### src/rtl/dsp_mac_stream_driver_if.sv
// rtl/dsp_mac_stream_driver_if.sv - operand beat and vector result streams of the DSP MAC driver
// out_beats exists only when DSP_MAC_STREAM_DRIVER_BEAT_COUNT_EN is defined.
interface dsp_mac_stream_driver_if #(
  parameter int DATA_W = 8,
  parameter int RES_W  = 27
);
  logic              in_valid;
  logic              in_ready;
  logic [DATA_W-1:0] in_ax;
  logic [DATA_W-1:0] in_ay;
  logic [DATA_W-1:0] in_bx;
  logic [DATA_W-1:0] in_by;
  logic              in_last;
  logic              out_valid;
  logic              out_ready;
  logic [RES_W-1:0]  out_result;
`ifdef DSP_MAC_STREAM_DRIVER_BEAT_COUNT_EN
  logic [15:0]       out_beats;

  modport master (
    output in_valid, in_ax, in_ay, in_bx, in_by, in_last, out_ready,
    input  in_ready, out_valid, out_result, out_beats
  );
  modport slave (
    input  in_valid, in_ax, in_ay, in_bx, in_by, in_last, out_ready,
    output in_ready, out_valid, out_result, out_beats
  );
`else
  modport master (
    output in_valid, in_ax, in_ay, in_bx, in_by, in_last, out_ready,
    input  in_ready, out_valid, out_result
  );
  modport slave (
    input  in_valid, in_ax, in_ay, in_bx, in_by, in_last, out_ready,
    output in_ready, out_valid, out_result
  );
`endif
endinterface

### src/rtl/dsp_mac_stream_driver.sv
// rtl/dsp_mac_stream_driver.sv - sequences operand vectors into a dual-product DSP MAC and returns each sum
// Optional beat counter on out_beats: DSP_MAC_STREAM_DRIVER_BEAT_COUNT_EN.
module dsp_mac_stream_driver #(
  parameter int DATA_W  = 8,
  parameter int RES_W   = 27,
  parameter int MAC_LAT = 3
) (
  input  logic                  clk0,
  input  logic                  clr0,
  dsp_mac_stream_driver_if.slave s,
  output logic [DATA_W-1:0]     ax,
  output logic [DATA_W-1:0]     ay,
  output logic [DATA_W-1:0]     bx,
  output logic [DATA_W-1:0]     by,
  output logic                  accumulate,
  output logic [2:0]            ena,
  output logic                  mac_clr,
  input  logic [RES_W-1:0]      resulta,
  output logic                  busy
);
  typedef enum logic [1:0] {IDLE, STREAM, DRAIN, HOLD} state_t;

  localparam logic [3:0] DRAIN_LOAD = 4'(MAC_LAT - 1);

  state_t           state;
  logic [3:0]       drain_cnt;
  logic             clr_q;
  logic             acc;
  logic             out_valid_q;
  logic [RES_W-1:0] out_result_q;
`ifdef DSP_MAC_STREAM_DRIVER_BEAT_COUNT_EN
  logic [15:0]      beat_cnt;
  logic [15:0]      out_beats_q;

  assign s.out_beats = out_beats_q;
`endif

  assign s.in_ready   = !clr0 && (state == IDLE || state == STREAM);
  assign s.out_valid  = out_valid_q;
  assign s.out_result = out_result_q;
  assign acc          = s.in_valid && s.in_ready;
  assign busy         = (state != IDLE);
  // The MAC clear is stretched one cycle past reset so its pipeline is flushed.
  assign mac_clr      = clr0 || clr_q;

  always_comb begin
    ax         = '0;
    ay         = '0;
    bx         = '0;
    by         = '0;
    accumulate = 1'b1;
    ena        = 3'b000;
    if (acc) begin
      ax         = s.in_ax;
      ay         = s.in_ay;
      bx         = s.in_bx;
      by         = s.in_by;
      ena        = 3'b111;
      accumulate = (state != IDLE);
    end else if (state == DRAIN && !clr0) begin
      // Zero operands with accumulate set push the sum through unchanged.
      ena = 3'b111;
    end
  end

  always_ff @(posedge clk0) begin
    clr_q <= clr0;
    if (clr0) begin
      state        <= IDLE;
      drain_cnt    <= '0;
      out_valid_q  <= 1'b0;
      out_result_q <= '0;
`ifdef DSP_MAC_STREAM_DRIVER_BEAT_COUNT_EN
      beat_cnt     <= '0;
      out_beats_q  <= '0;
`endif
    end else begin
      case (state)
        IDLE, STREAM: begin
          if (acc) begin
`ifdef DSP_MAC_STREAM_DRIVER_BEAT_COUNT_EN
            if (state == IDLE)
              beat_cnt <= 16'd1;
            else if (beat_cnt != 16'hFFFF)
              beat_cnt <= beat_cnt + 16'd1;
`endif
            if (s.in_last) begin
              state     <= DRAIN;
              drain_cnt <= DRAIN_LOAD;
            end else begin
              state <= STREAM;
            end
          end
        end
        DRAIN: begin
          if (drain_cnt == 4'd0) begin
            out_result_q <= resulta;
            out_valid_q  <= 1'b1;
`ifdef DSP_MAC_STREAM_DRIVER_BEAT_COUNT_EN
            out_beats_q  <= beat_cnt;
`endif
            state        <= HOLD;
          end else begin
            drain_cnt <= drain_cnt - 4'd1;
          end
        end
        HOLD: begin
          if (s.out_ready) begin
            out_valid_q <= 1'b0;
            state       <= IDLE;
          end
        end
        default: state <= IDLE;
      endcase
    end
  end
endmodule

### src/flat_wrapper.sv
// flat-port wrapper written by rule: the top's interface ports become plain ports
module dsp_mac_stream_driver_flat 
#(
  parameter int DATA_W  = 8,
  parameter int RES_W   = 27,
  parameter int MAC_LAT = 3
)
  (clk0, clr0, ax, ay, bx, by, accumulate, ena, mac_clr, resulta, busy, s_in_valid, s_in_ax, s_in_ay, s_in_bx, s_in_by, s_in_last, s_out_ready, s_in_ready, s_out_valid, s_out_result);
  dsp_mac_stream_driver_if #(.DATA_W(DATA_W), .RES_W(RES_W)) s_i ();
  input  logic clk0;
  input  logic clr0;
  output logic [DATA_W-1:0] ax;
  output logic [DATA_W-1:0] ay;
  output logic [DATA_W-1:0] bx;
  output logic [DATA_W-1:0] by;
  output logic accumulate;
  output logic [2:0] ena;
  output logic mac_clr;
  input  logic [RES_W-1:0] resulta;
  output logic busy;
  input wire logic [$bits(s_i.in_valid)-1:0] s_in_valid;
  input wire logic [$bits(s_i.in_ax)-1:0] s_in_ax;
  input wire logic [$bits(s_i.in_ay)-1:0] s_in_ay;
  input wire logic [$bits(s_i.in_bx)-1:0] s_in_bx;
  input wire logic [$bits(s_i.in_by)-1:0] s_in_by;
  input wire logic [$bits(s_i.in_last)-1:0] s_in_last;
  input wire logic [$bits(s_i.out_ready)-1:0] s_out_ready;
  output wire logic [$bits(s_i.in_ready)-1:0] s_in_ready;
  output wire logic [$bits(s_i.out_valid)-1:0] s_out_valid;
  output wire logic [$bits(s_i.out_result)-1:0] s_out_result;
  assign s_i.in_valid = s_in_valid;
  assign s_i.in_ax = s_in_ax;
  assign s_i.in_ay = s_in_ay;
  assign s_i.in_bx = s_in_bx;
  assign s_i.in_by = s_in_by;
  assign s_i.in_last = s_in_last;
  assign s_i.out_ready = s_out_ready;
  assign s_in_ready = s_i.in_ready;
  assign s_out_valid = s_i.out_valid;
  assign s_out_result = s_i.out_result;
  dsp_mac_stream_driver #(.DATA_W(DATA_W), .RES_W(RES_W), .MAC_LAT(MAC_LAT)) u_core (.clk0(clk0), .clr0(clr0), .s(s_i), .ax(ax), .ay(ay), .bx(bx), .by(by), .accumulate(accumulate), .ena(ena), .mac_clr(mac_clr), .resulta(resulta), .busy(busy));
endmodule
### config.mk
export PLATFORM = sky130hd
export DESIGN_NAME = dsp_mac_stream_driver_flat
export DESIGN_NICKNAME = d
export VERILOG_FILES = /design/src/rtl/dsp_mac_stream_driver_if.sv /design/src/rtl/dsp_mac_stream_driver.sv /design/src/flat_wrapper.sv
export SDC_FILE = /design/constraint.sdc
export NUM_CORES = 1
export LEC_CHECK = 0
export ABC_AREA = 1
export CAP_MARGIN = 30
export CORE_ASPECT_RATIO = 2
export CORE_MARGIN = 4
export CORE_UTILIZATION = 30
export CTS_CLUSTER_SIZE = 40
export DETAILED_ROUTE_END_ITERATION = 10
export HOLD_SLACK_MARGIN = 0.08
export PLACE_DENSITY_LB_ADDON = 0.05
export SKIP_CTS_REPAIR_TIMING = 1
export SLEW_MARGIN = 10
export SYNTH_ARGS = -nofsm -noshare
export SYNTH_HDL_FRONTEND = slang
export SYNTH_SLANG_ARGS = --single-unit
### constraint.sdc
create_clock -name clk0 -period 1.3 [get_ports clk0]
set_input_delay 0.195 -clock clk0 [delete_from_list [all_inputs] [get_ports clk0]]
set_output_delay 0.195 -clock clk0 [all_outputs]
set_load 0.01 [all_outputs]
==> impl_metrics.json <==
{
  "gp_congestion": 0.768,
  "cts_tree": "done",
  "fillers": 472,
  "viasPerCell": 4.54,
  "tns_ns": -6.89,
  "dr_total_vias": 2174,
  "numPlacedInstances": 458,
  "start_kind": "register",
  "finalHoldViolations": 0,
  "slew_violations": 0,
  "rsz0062_at_grt": "yes",
  "synth_top_area_frac": 0.414,
  "synth-main-ff-cell": "dfxtp_1",
  "worst_slack_ns": -0.169,
  "drc_errors": 0,
  "r2r-start": "u_core.state[1]",
  "crit_fanout": 8,
  "powerDensity_nw_per_um2": 804,
  "antenna_left": 0,
  "post-route-period-util": 1.13,
  "ys_types": 22,
  "wire_per_inst_um": 14.5,
  "yosysWarnings": 0,
  "wl_met2_um": 3850,
  "first_global_vias": 1983,
  "vdd_drop_max_uv": 918,
  "final_cells": 479,
  "antenna_found_initial": 0,
  "cp.arrival_ns": 1.27,
  "stdcell_area_um2": 3800,
  "drtIter0Drc": 25,
  "leakage_nw": 2.24,
  "required_ns": 1.11,
  "crit_start": "u_core.state[1]",
  "drv_cap": 0,
  "crit_type": "register to primary output",
  "die_y_um": 114,
  "synth_compound_area_frac": 0.118,
  "finalSetupViolCount": 68,
  "skew_ns": 0.00442,
  "end_kind": "primary output",
  "dieWidth_um": 61.1,
  "synth_top_family_by_area": "simple AND/OR/NAND/NOR gates",
  "slew_headroom": 0.801,
  "finalPower_mw": 3.05,
  "insertion_delay_ns": 0.29,
  "antennaDiodeCount": 0,
  "ys_async_sr_fraction": 0,
  "synthCells": 263,
  "syn_to_final_growth_pct": 124,
  "violations": "negative setup slack",
  "fin_hold_ws_ns": 0.310,
  "ys_seq_area_frac": 0.414,
  "start_util": 0.309,
  "postSynthAreaPerCell_um2": 6.43,
  "syn_nets": 329,
  "synthMuxAreaShare": 0,
  "num_io_pins": 131,
  "worst_slew_pin_slew_ns": 0.298,
  "grt_pass1_wl_um": 8810,
  "critical-path-max-stage-delay_ns": 0.36,
  "synth_area_leaders": "dfxtp_1 (41%), nor2_1 (22%), inv_1 (9.5%)",
  "outcome": "finished with violations",
  "synth_fa_ha_area_frac": 0.0148,
  "pre_cts_ws_ns": -0.612,
  "min_from": "clr0",
  "min_path_type": "input pin to register",
  "io_buffer_count": 130,
  "fmax_mhz": 681,
  "clk_pin_slew_ns": 0.06,
  "netlist_top_cells_count": "nor2_1 (98), inv_1 (43), dfxtp_1 (35), o21ai_0 (29), nand2_1 (21)",
  "yosysTopAreaCell": "dfxtp_1",
  "dpl_cell_area_um2": 3160,
  "met3_length_um": 711,
  "h-tree-depth": 2,
  "synthXorXnorAreaFrac": 0,
  "wl_met1_um": 2170,
  "cts_root_buf": "clkbuf_8",
  "top_layer": "met4",
  "cp_slowest_cell": "dfxtp_4",
  "routed_wl_um": 6930,
  "yosys.area_share.simple": 0.305,
  "cts_inserted_buffers": 5,
  "clockBufferDepth": 2,
  "period_minus_slack_ns": 1.47,
  "ys_ff_latch": 35,
  "clock_sinks": 35,
  "grt_max_degree": 33,
  "grt_use_total": 0.165,
  "coreArea_um2": 5470,
  "dieArea_um2": 6980,
  "fin_util": 0.695,
  "synth_edf_count": 0,
  "crit_chain": "nor2_4 > nand2_4 > clkbuf_16 > nor2_1 > buf_2",
  "dr.pass1.iters": 4,
  "num-nets-final": 485,
  "synth.most_common_cell": "nor2_1",
  "dp_hpwl_um": 4610,
  "layout-drive-gt1-share": 0.356,
  "grt-ovfl-total": 0,
  "num_rows": 38,
  "syn_area_um2": 1690
}
state kept, by name (all words and copies together) (netlist names):
| name | flops |
|---|---|
| u_core.s.out_result | 27 |
| u_core.drain_cnt | 4 |
| u_core.state | 2 |
| u_core.clr_q | 1 |
| u_core.s.out_valid | 1 |
area by class of cell:
cell class | instances | area (µm²) | share of cell area
timing repair buffer | 163 | 1670 | 0.439
multi-input combinational | 170 | 1100 | 0.289
sequential | 35 | 706 | 0.186
inverter | 44 | 168 | 0.0442
clock buffer | 6 | 82.6 | 0.0217
tap | 60 | 75.1 | 0.0198
clock inverter | 1 | 5.00 | 0.00132
placed cells by master, fill, tap and decap left out, types with 2 or more instances in the layout:
cell type and instances:
clkdlybuf4s50_1 62, nor2_1 49, inv_1 41, dfxtp_1 33, nor2_4 32, dlymetal6s2s_1 32, buf_2 27, o21ai_0 20
nor2_2 18, nand2_1 17, buf_4 15, buf_6 9, o21ai_1 8, clkbuf_8 6, clkbuf_16 6, clkbuf_2 6
o21ai_2 5, buf_12 5, nand2_4 4, nand3_1 4, a21oi_2 3, inv_2 2, nand2_2 2, a21oi_1 2
report_power, final:
group          internal [mW]  switching (mW)  leakage (nW)
clock network          0.415           0.376        0.0470
registers               1.15          0.0388         0.286
logic                  0.584           0.490          1.90
total                   2.15           0.905          2.24
kinds of logic after synthesis:
family / count (synthesis)
AO/OA/AOI/OAI: 39
adder cells (fa/ha/maj): 2
buffers and inverters: 58
flip-flops: 35
AND/OR/NAND/NOR: 129
layer usage:
metal	GRT usage	up-vias
li1	-	1091
met1	0.151	968
met2	0.306	102
met3	0.0519	13
met4	0.0767	0
met5	0	-
worst max-delay path: cells and delay by family, from the launching register on:
kind	cells	cell delay [ns]
flip-flops	1	0.36
buffers and inverters	2	0.31
AND/OR/NAND/NOR	3	0.31
path summary, 6_finish.rpt:
kind	endpoint	slack (ns)	cells after the start
setup reg to reg	u_core.s.out_result[22]	-0.09	8
setup / recovery	ax[1]	-0.17	5
hold reg to reg	u_core.s.out_result[11]	0.50	2
hold / removal	u_core.clr_q	0.31	2
No activity file was read; power rests on OpenSTA's default activity.
